==> src/rtl/bcd_sseg_scanner_if.sv <==
// Bus bundle for bcd_sseg_scanner: BCD update strobe in, multiplexed display drive out.
// load is a single-cycle strobe with no ready: the scanner always accepts digits_in/unit_f
// in the cycle load is high, and the last accepted value before a frame boundary is committed.
interface bcd_sseg_scanner_if;
  logic [11:0] digits_in;
  logic        unit_f;
  logic        load;
  logic [3:0]  an;
  logic [6:0]  seg;
  logic        dp;
  logic        frame_sync;
  logic [1:0]  scan_idx;

  modport master (
    output digits_in, unit_f, load,
    input  an, seg, dp, frame_sync, scan_idx
  );

  modport slave (
    input  digits_in, unit_f, load,
    output an, seg, dp, frame_sync, scan_idx
  );
endinterface

==> src/rtl/bcd_sseg_scanner.sv <==
// Four-position common-anode scanner: ones, tens, hundreds, then the C/F unit symbol.
// Optional leading-zero blanking is enabled by defining LEADING_ZERO_BLANK_EN.
module bcd_sseg_scanner #(
  parameter int REFRESH_DIV = 100000
) (
  input logic             clk,
  input logic             reset,
  bcd_sseg_scanner_if.slave bus
);

  localparam int CNT_W = (REFRESH_DIV > 1) ? $clog2(REFRESH_DIV) : 1;
  localparam logic [CNT_W-1:0] CNT_MAX = CNT_W'(REFRESH_DIV - 1);

  localparam logic [6:0] GLYPH_BLANK = 7'b1111111;
  localparam logic [6:0] GLYPH_DASH  = 7'b0111111;
  localparam logic [6:0] GLYPH_C     = 7'b1000110;
  localparam logic [6:0] GLYPH_F     = 7'b0001110;

  typedef enum logic [1:0] {
    SCAN_ONES = 2'd0,
    SCAN_TENS = 2'd1,
    SCAN_HUND = 2'd2,
    SCAN_UNIT = 2'd3
  } scan_t;

  logic [CNT_W-1:0] cnt;
  scan_t            idx;
  logic             tick;
  logic             boundary;

  logic [11:0]      pend_digits;
  logic             pend_unit;
  logic             pend_flag;
  logic [11:0]      disp_digits;
  logic             disp_unit;

  logic [3:0]       an_q;
  logic [6:0]       seg_q;
  logic             fs_q;

  logic [3:0]       an_next;
  logic [6:0]       seg_next;
  logic             blank_hund;
  logic             blank_tens;

  function automatic logic [6:0] bcd_glyph(input logic [3:0] d);
    logic [6:0] g;
    case (d)
      4'd0:    g = 7'b1000000;
      4'd1:    g = 7'b1111001;
      4'd2:    g = 7'b0100100;
      4'd3:    g = 7'b0110000;
      4'd4:    g = 7'b0011001;
      4'd5:    g = 7'b0010010;
      4'd6:    g = 7'b0000010;
      4'd7:    g = 7'b1111000;
      4'd8:    g = 7'b0000000;
      4'd9:    g = 7'b0010000;
      default: g = GLYPH_DASH;
    endcase
    return g;
  endfunction

  assign tick     = (cnt == CNT_MAX);
  assign boundary = tick && (idx == SCAN_UNIT);

`ifdef LEADING_ZERO_BLANK_EN
  // Tens only blanks when hundreds is also zero, so "105" keeps its inner zero.
  assign blank_hund = (disp_digits[11:8] == 4'd0);
  assign blank_tens = blank_hund && (disp_digits[7:4] == 4'd0);
`else
  assign blank_hund = 1'b0;
  assign blank_tens = 1'b0;
`endif

  always_comb begin
    seg_next = GLYPH_BLANK;
    an_next  = ~(4'b0001 << idx);
    case (idx)
      SCAN_ONES: seg_next = bcd_glyph(disp_digits[3:0]);
      SCAN_TENS: seg_next = blank_tens ? GLYPH_BLANK : bcd_glyph(disp_digits[7:4]);
      SCAN_HUND: seg_next = blank_hund ? GLYPH_BLANK : bcd_glyph(disp_digits[11:8]);
      SCAN_UNIT: seg_next = disp_unit ? GLYPH_F : GLYPH_C;
      default:   seg_next = GLYPH_BLANK;
    endcase
  end

  always_ff @(posedge clk or posedge reset) begin
    if (reset) begin
      cnt         <= '0;
      idx         <= SCAN_ONES;
      pend_digits <= '0;
      pend_unit   <= 1'b0;
      pend_flag   <= 1'b0;
      disp_digits <= '0;
      disp_unit   <= 1'b0;
      an_q        <= 4'b1111;
      seg_q       <= GLYPH_BLANK;
      fs_q        <= 1'b0;
    end else begin
      cnt <= tick ? '0 : cnt + 1'b1;
      if (tick) begin
        idx <= scan_t'(idx + 2'd1);
      end

      // Display commits the previously flagged value; a load on this same cycle
      // lands in pending and waits for the next boundary.
      if (boundary && pend_flag) begin
        disp_digits <= pend_digits;
        disp_unit   <= pend_unit;
      end
      pend_flag <= bus.load | (pend_flag & ~boundary);
      if (bus.load) begin
        pend_digits <= bus.digits_in;
        pend_unit   <= bus.unit_f;
      end

      an_q  <= an_next;
      seg_q <= seg_next;
      fs_q  <= boundary;
    end
  end

  assign bus.an         = an_q;
  assign bus.seg        = seg_q;
  assign bus.dp         = 1'b1;
  assign bus.frame_sync = fs_q;
  assign bus.scan_idx   = idx;

endmodule

==> src/flat_wrapper.sv <==
// flat-port wrapper written by rule: the top's interface ports become plain ports
module bcd_sseg_scanner_flat 
#(
  parameter int REFRESH_DIV = 100000
)
  (clk, reset, bus_digits_in, bus_unit_f, bus_load, bus_an, bus_seg, bus_dp, bus_frame_sync, bus_scan_idx);
  bcd_sseg_scanner_if bus_i ();
  input logic clk;
  input logic reset;
  input wire logic [$bits(bus_i.digits_in)-1:0] bus_digits_in;
  input wire logic [$bits(bus_i.unit_f)-1:0] bus_unit_f;
  input wire logic [$bits(bus_i.load)-1:0] bus_load;
  output wire logic [$bits(bus_i.an)-1:0] bus_an;
  output wire logic [$bits(bus_i.seg)-1:0] bus_seg;
  output wire logic [$bits(bus_i.dp)-1:0] bus_dp;
  output wire logic [$bits(bus_i.frame_sync)-1:0] bus_frame_sync;
  output wire logic [$bits(bus_i.scan_idx)-1:0] bus_scan_idx;
  assign bus_i.digits_in = bus_digits_in;
  assign bus_i.unit_f = bus_unit_f;
  assign bus_i.load = bus_load;
  assign bus_an = bus_i.an;
  assign bus_seg = bus_i.seg;
  assign bus_dp = bus_i.dp;
  assign bus_frame_sync = bus_i.frame_sync;
  assign bus_scan_idx = bus_i.scan_idx;
  bcd_sseg_scanner #(.REFRESH_DIV(REFRESH_DIV)) u_core (.clk(clk), .reset(reset), .bus(bus_i));
endmodule
==> config.mk <==
export PLATFORM = sky130hd
export DESIGN_NAME = bcd_sseg_scanner_flat
export DESIGN_NICKNAME = d
export VERILOG_FILES = /design/src/rtl/bcd_sseg_scanner_if.sv /design/src/rtl/bcd_sseg_scanner.sv /design/src/flat_wrapper.sv
export SDC_FILE = /design/constraint.sdc
export NUM_CORES = 1
export LEC_CHECK = 0
export ABC_AREA = 1
export CAP_MARGIN = 25
export CORE_ASPECT_RATIO = 0.6
export CORE_MARGIN = 3
export CORE_UTILIZATION = 25
export CTS_CLUSTER_DIAMETER = 40
export DETAILED_ROUTE_END_ITERATION = 6
export DONT_BUFFER_PORTS = 1
export PLACE_DENSITY = 0.46
export SYNTH_ARGS = -nofsm -noshare
export SYNTH_HDL_FRONTEND = slang
export SYNTH_SLANG_ARGS = --single-unit
==> constraint.sdc <==
create_clock -name clk -period 1.6 [get_ports clk]
set_input_delay 0.32 -clock clk [delete_from_list [all_inputs] [get_ports clk]]
set_output_delay 0.32 -clock clk [all_outputs]
set_load 0.02 [all_outputs]
==> results of run 1 <==
[final timing paths]
kind,endpoint,cells after the start,start,slack (ns)
hold / removal,u_core.pend_digits[4],2,bus_load,0.1
hold reg to reg,u_core.pend_digits[11],2,u_core.pend_digits[11],0.48
setup / recovery,u_core.disp_digits[11],8,u_core.cnt[0],0.03
setup reg to reg,u_core.disp_digits[11],8,u_core.cnt[0],0.03
max in group asynchronous,u_core.bus.an[1],3,reset,0.76
min in group asynchronous,u_core.cnt[11],3,reset,0.54
[logic make-up (layout without fill, tap and decap cells)]
group | count (synthesis) | count (layout) | synth area share (%)
XOR/XNOR | 11 | 11 | 2.923
buffers and inverters | 57 | 87 | 7.403
flip-flops | 58 | 58 | 44.46
adder cells (fa/ha/maj) | 23 | 23 | 8.732
AO/OA/AOI/OAI | 28 | 28 | 4.859
other | 1 | 1 | 0.1138
AND/OR/NAND/NOR | 222 | 223 | 31.51
[synthesized netlist by cell type]
library cell,count
nand2_1,133
dfrtp_1,47
inv_1,41
nor2_1,27
ha_1,23
nand4_1,20
nand3_1,16
a21oi_1,11
dfstp_2,11
xor2_1,11
o21ai_0,8
inv_2,7
nor2_4,7
nand2_2,5
nor3_1,4
buf_2,3
buf_6,3
o211ai_1,3
a31oi_1,2
clkbuf_1,2
nor2_2,2
nor3b_1,2
o21ai_1,2
a31oi_2,1
buf_4,1
conb_1,1
nand3_2,1
nand3b_1,1
nand3b_4,1
nand4_4,1
nor3_2,1
o21bai_1,1
or2_2,1
[state kept, by name, indices dropped and copies added (netlist names)]
signal                 flops
u_core.cnt                17
u_core.disp_digits        12
u_core.pend_digits        12
u_core.bus.seg             7
u_core.bus.an              4
u_core.bus.scan_idx        2
u_core.bus.frame_sync      1
u_core.disp_unit           1
u_core.pend_flag           1
u_core.pend_unit           1
[cell usage in the layout (no fill, tap or decap), types with 3 or more instances in the layout]
master     count
a21oi_1       11
buf_12         3
buf_4         18
clkbuf_16     10
clkinv_4       3
dfrtp_1       46
dfstp_2       11
ha_1          20
inv_1         40
inv_2          7
nand2_1      133
nand2_2        4
nand3_1       16
nand4_1       20
nor2_1        23
nor2_2         6
nor2_4         7
nor3_1         4
o211ai_1       3
o21ai_0        8
xor2_1        10
[power groups by stage]
stage	logic (mW)	registers, mW	clock network [mW]
2_1_floorplan	0.0579	1.53	0
3_3_place_gp	0.0744	1.55	0
3_5_place_dp	0.0767	1.55	0
4_1_cts	0.0794	1.52	2.18
5_1_grt	0.0912	1.52	2.24
6_report	0.0747	1.52	2.10
[critical path, cell delays in order (launching register included)]
cell and delay, ns:
dfrtp_1 0.39, ha_4 0.16, nand2_4 0.06, nor2_4 0.16, nand3_2 0.12, nor2_4 0.24
clkbuf_16 0.19, nand4_1 0.08, nand2_1 0.10
[per-stage QoR]
stage	cells	area, um2	setup WS (ns)
after floorplan	400	3299	0.1476
after global placement	573	3607	0.06837
after detailed placement	573	3607	0.05882
after CTS	590	3945	0.03074
after global routing	596	4063	-0.06803
final	596	4063	0.02829
[final cells by class]
cell class                      instances  share of cell area, %
Multi-Input combinational cell        286                  40.56
Sequential cell                        58                  36.09
Timing Repair Buffer                   23                  5.667
Clock buffer                            9                  5.544
Clock inverter                          7                  2.525
Tap cell                              165                  5.082
Inverter                               48                  4.527
[layer usage]
metal  GRT usage (%)  up-vias  routed length [um]  share of wire (%)
li1                -     1322                   -                  -
met1           18.74     1166                4800                 60
met2           13.97       53                2838                 35
met3           3.297        2                 370                4.6
met4           3.968        0                  45               0.56
met5               0        -                   0                  0
[timing repair]
| item | 4_1_cts | 5_1_grt |
|---|---|---|
| hold endpoints to repair | 47 | 0 |
| gates resized for setup | 0 | 12 |
| hold buffers | 1 | 0 |
| buffers inserted | 0 | 4 |
| setup endpoints to repair | 0 | 30 |
==> qor.csv, run 1 <==
metric;value;unit
FMAX;0.6363;GHz
number of port buffers;0;
Synth area leader;dfrtp_1;
switching share of power;21.78;%
Worst Clk Skew;0.008354;ns
Setup violations, final;0;
Final nets;465;
Hold Crit Class;input pin to flop;
Pwr Total;3.700;mW
Initial Utilization;26.47;%
global-route wire length before repair;12.97;mm
area delta synth->final;23.27;%
Hold WS;0.09916;ns
routed length per instance;13.51;um
DR vias;2543;
post-DR vias/cell;4.267;
Synth Cell Area;0.003296;mm2
Yosys warnings;0;
maximum net fanout on the critical path;7;
FF+latch area;0.001466;mm2
# diodes;0;
Seq cells post-synth;58;
syn avg cell area;8.239;um2
measured slew at the worst slew-check pin;0.5551;ns
full die area;0.01464;mm2
final hold violations;0;
post-route ant nets;0;
VDD IR max;0.4403;mV
CTS tree;built;
LEAKAGE;1.979;nW
H-tree depth;3;
Req. time, crit path;1.86;ns
synth top area cells;dfrtp_1, nand2_1, dfstp_2;
syn nets;439;
global route overflow;0;
Clock Latency Late Sink;0.33;ns
Max Cap Viol;0;
synth unique cells;33;
internal power;2.894;mW
pwr dens;910.8;mW/mm2
GR Util All Layers;11.60;%
initial antenna violation count;0;
vias in the first global route;2435;
total CTS buffers;9;
Routability Congestion;0.8206;
# IOs;31;
final max-slew violation count;0;
Row Count;31;
die height;94.94;um
endpoint class of the critical path;flop;
Post-Route WL;8.054;mm
die width;154.2;um
type of origin of the critical path;flop;
area of the core;0.01245;mm2
sw power;805.9;uW
final cycle utilization of the critical path;98.23;%
CTS root buf;clkbuf_16;
Syn Inst Count;400;
CP Class;flop to flop;
WP data arrival;1.83;ns
Multi-input gate area;0.001648;mm2
initial drt markers;210;
fraction of layout cells with a size suffix above 1;20.19;%
largest net degree at the start of global routing;59;
clk sinks;58;
RSZ-0062 raised after global routing;true;
Post-route DRC;0;
status;completed;
Sequential Power Share;41.1;%
Core Util, Final;32.63;%
top cell type's share of synthesized area;35.69;%
crit path time final;1.572;ns
Clock transition at path regs;0.06;ns
post-route setup TNS;0;ns
hpwl dp;5.919;mm
register area share after synthesis;44.46;%
filler instances;1310;
Comb pwr share;2.0;%
clock network fraction of total power;56.9;%
clk buf depth;2;
first drt pass iteration count;4;
max_slew headroom;62.99;%
No activity file was read; power rests on OpenSTA's default activity.
==> run 2, diff against run 1 <==
--- a/config.mk
+++ b/config.mk
@@ -6,7 +6,7 @@
 export NUM_CORES = 1
 export LEC_CHECK = 0
 export ABC_AREA = 1
-export CAP_MARGIN = 25
+export CAP_MARGIN = 0
 export CORE_ASPECT_RATIO = 0.6
 export CORE_MARGIN = 3
 export CORE_UTILIZATION = 25
==> results of run 2 <==
Same layout as run 1: the final DEF is identical, and so are final timing and power.
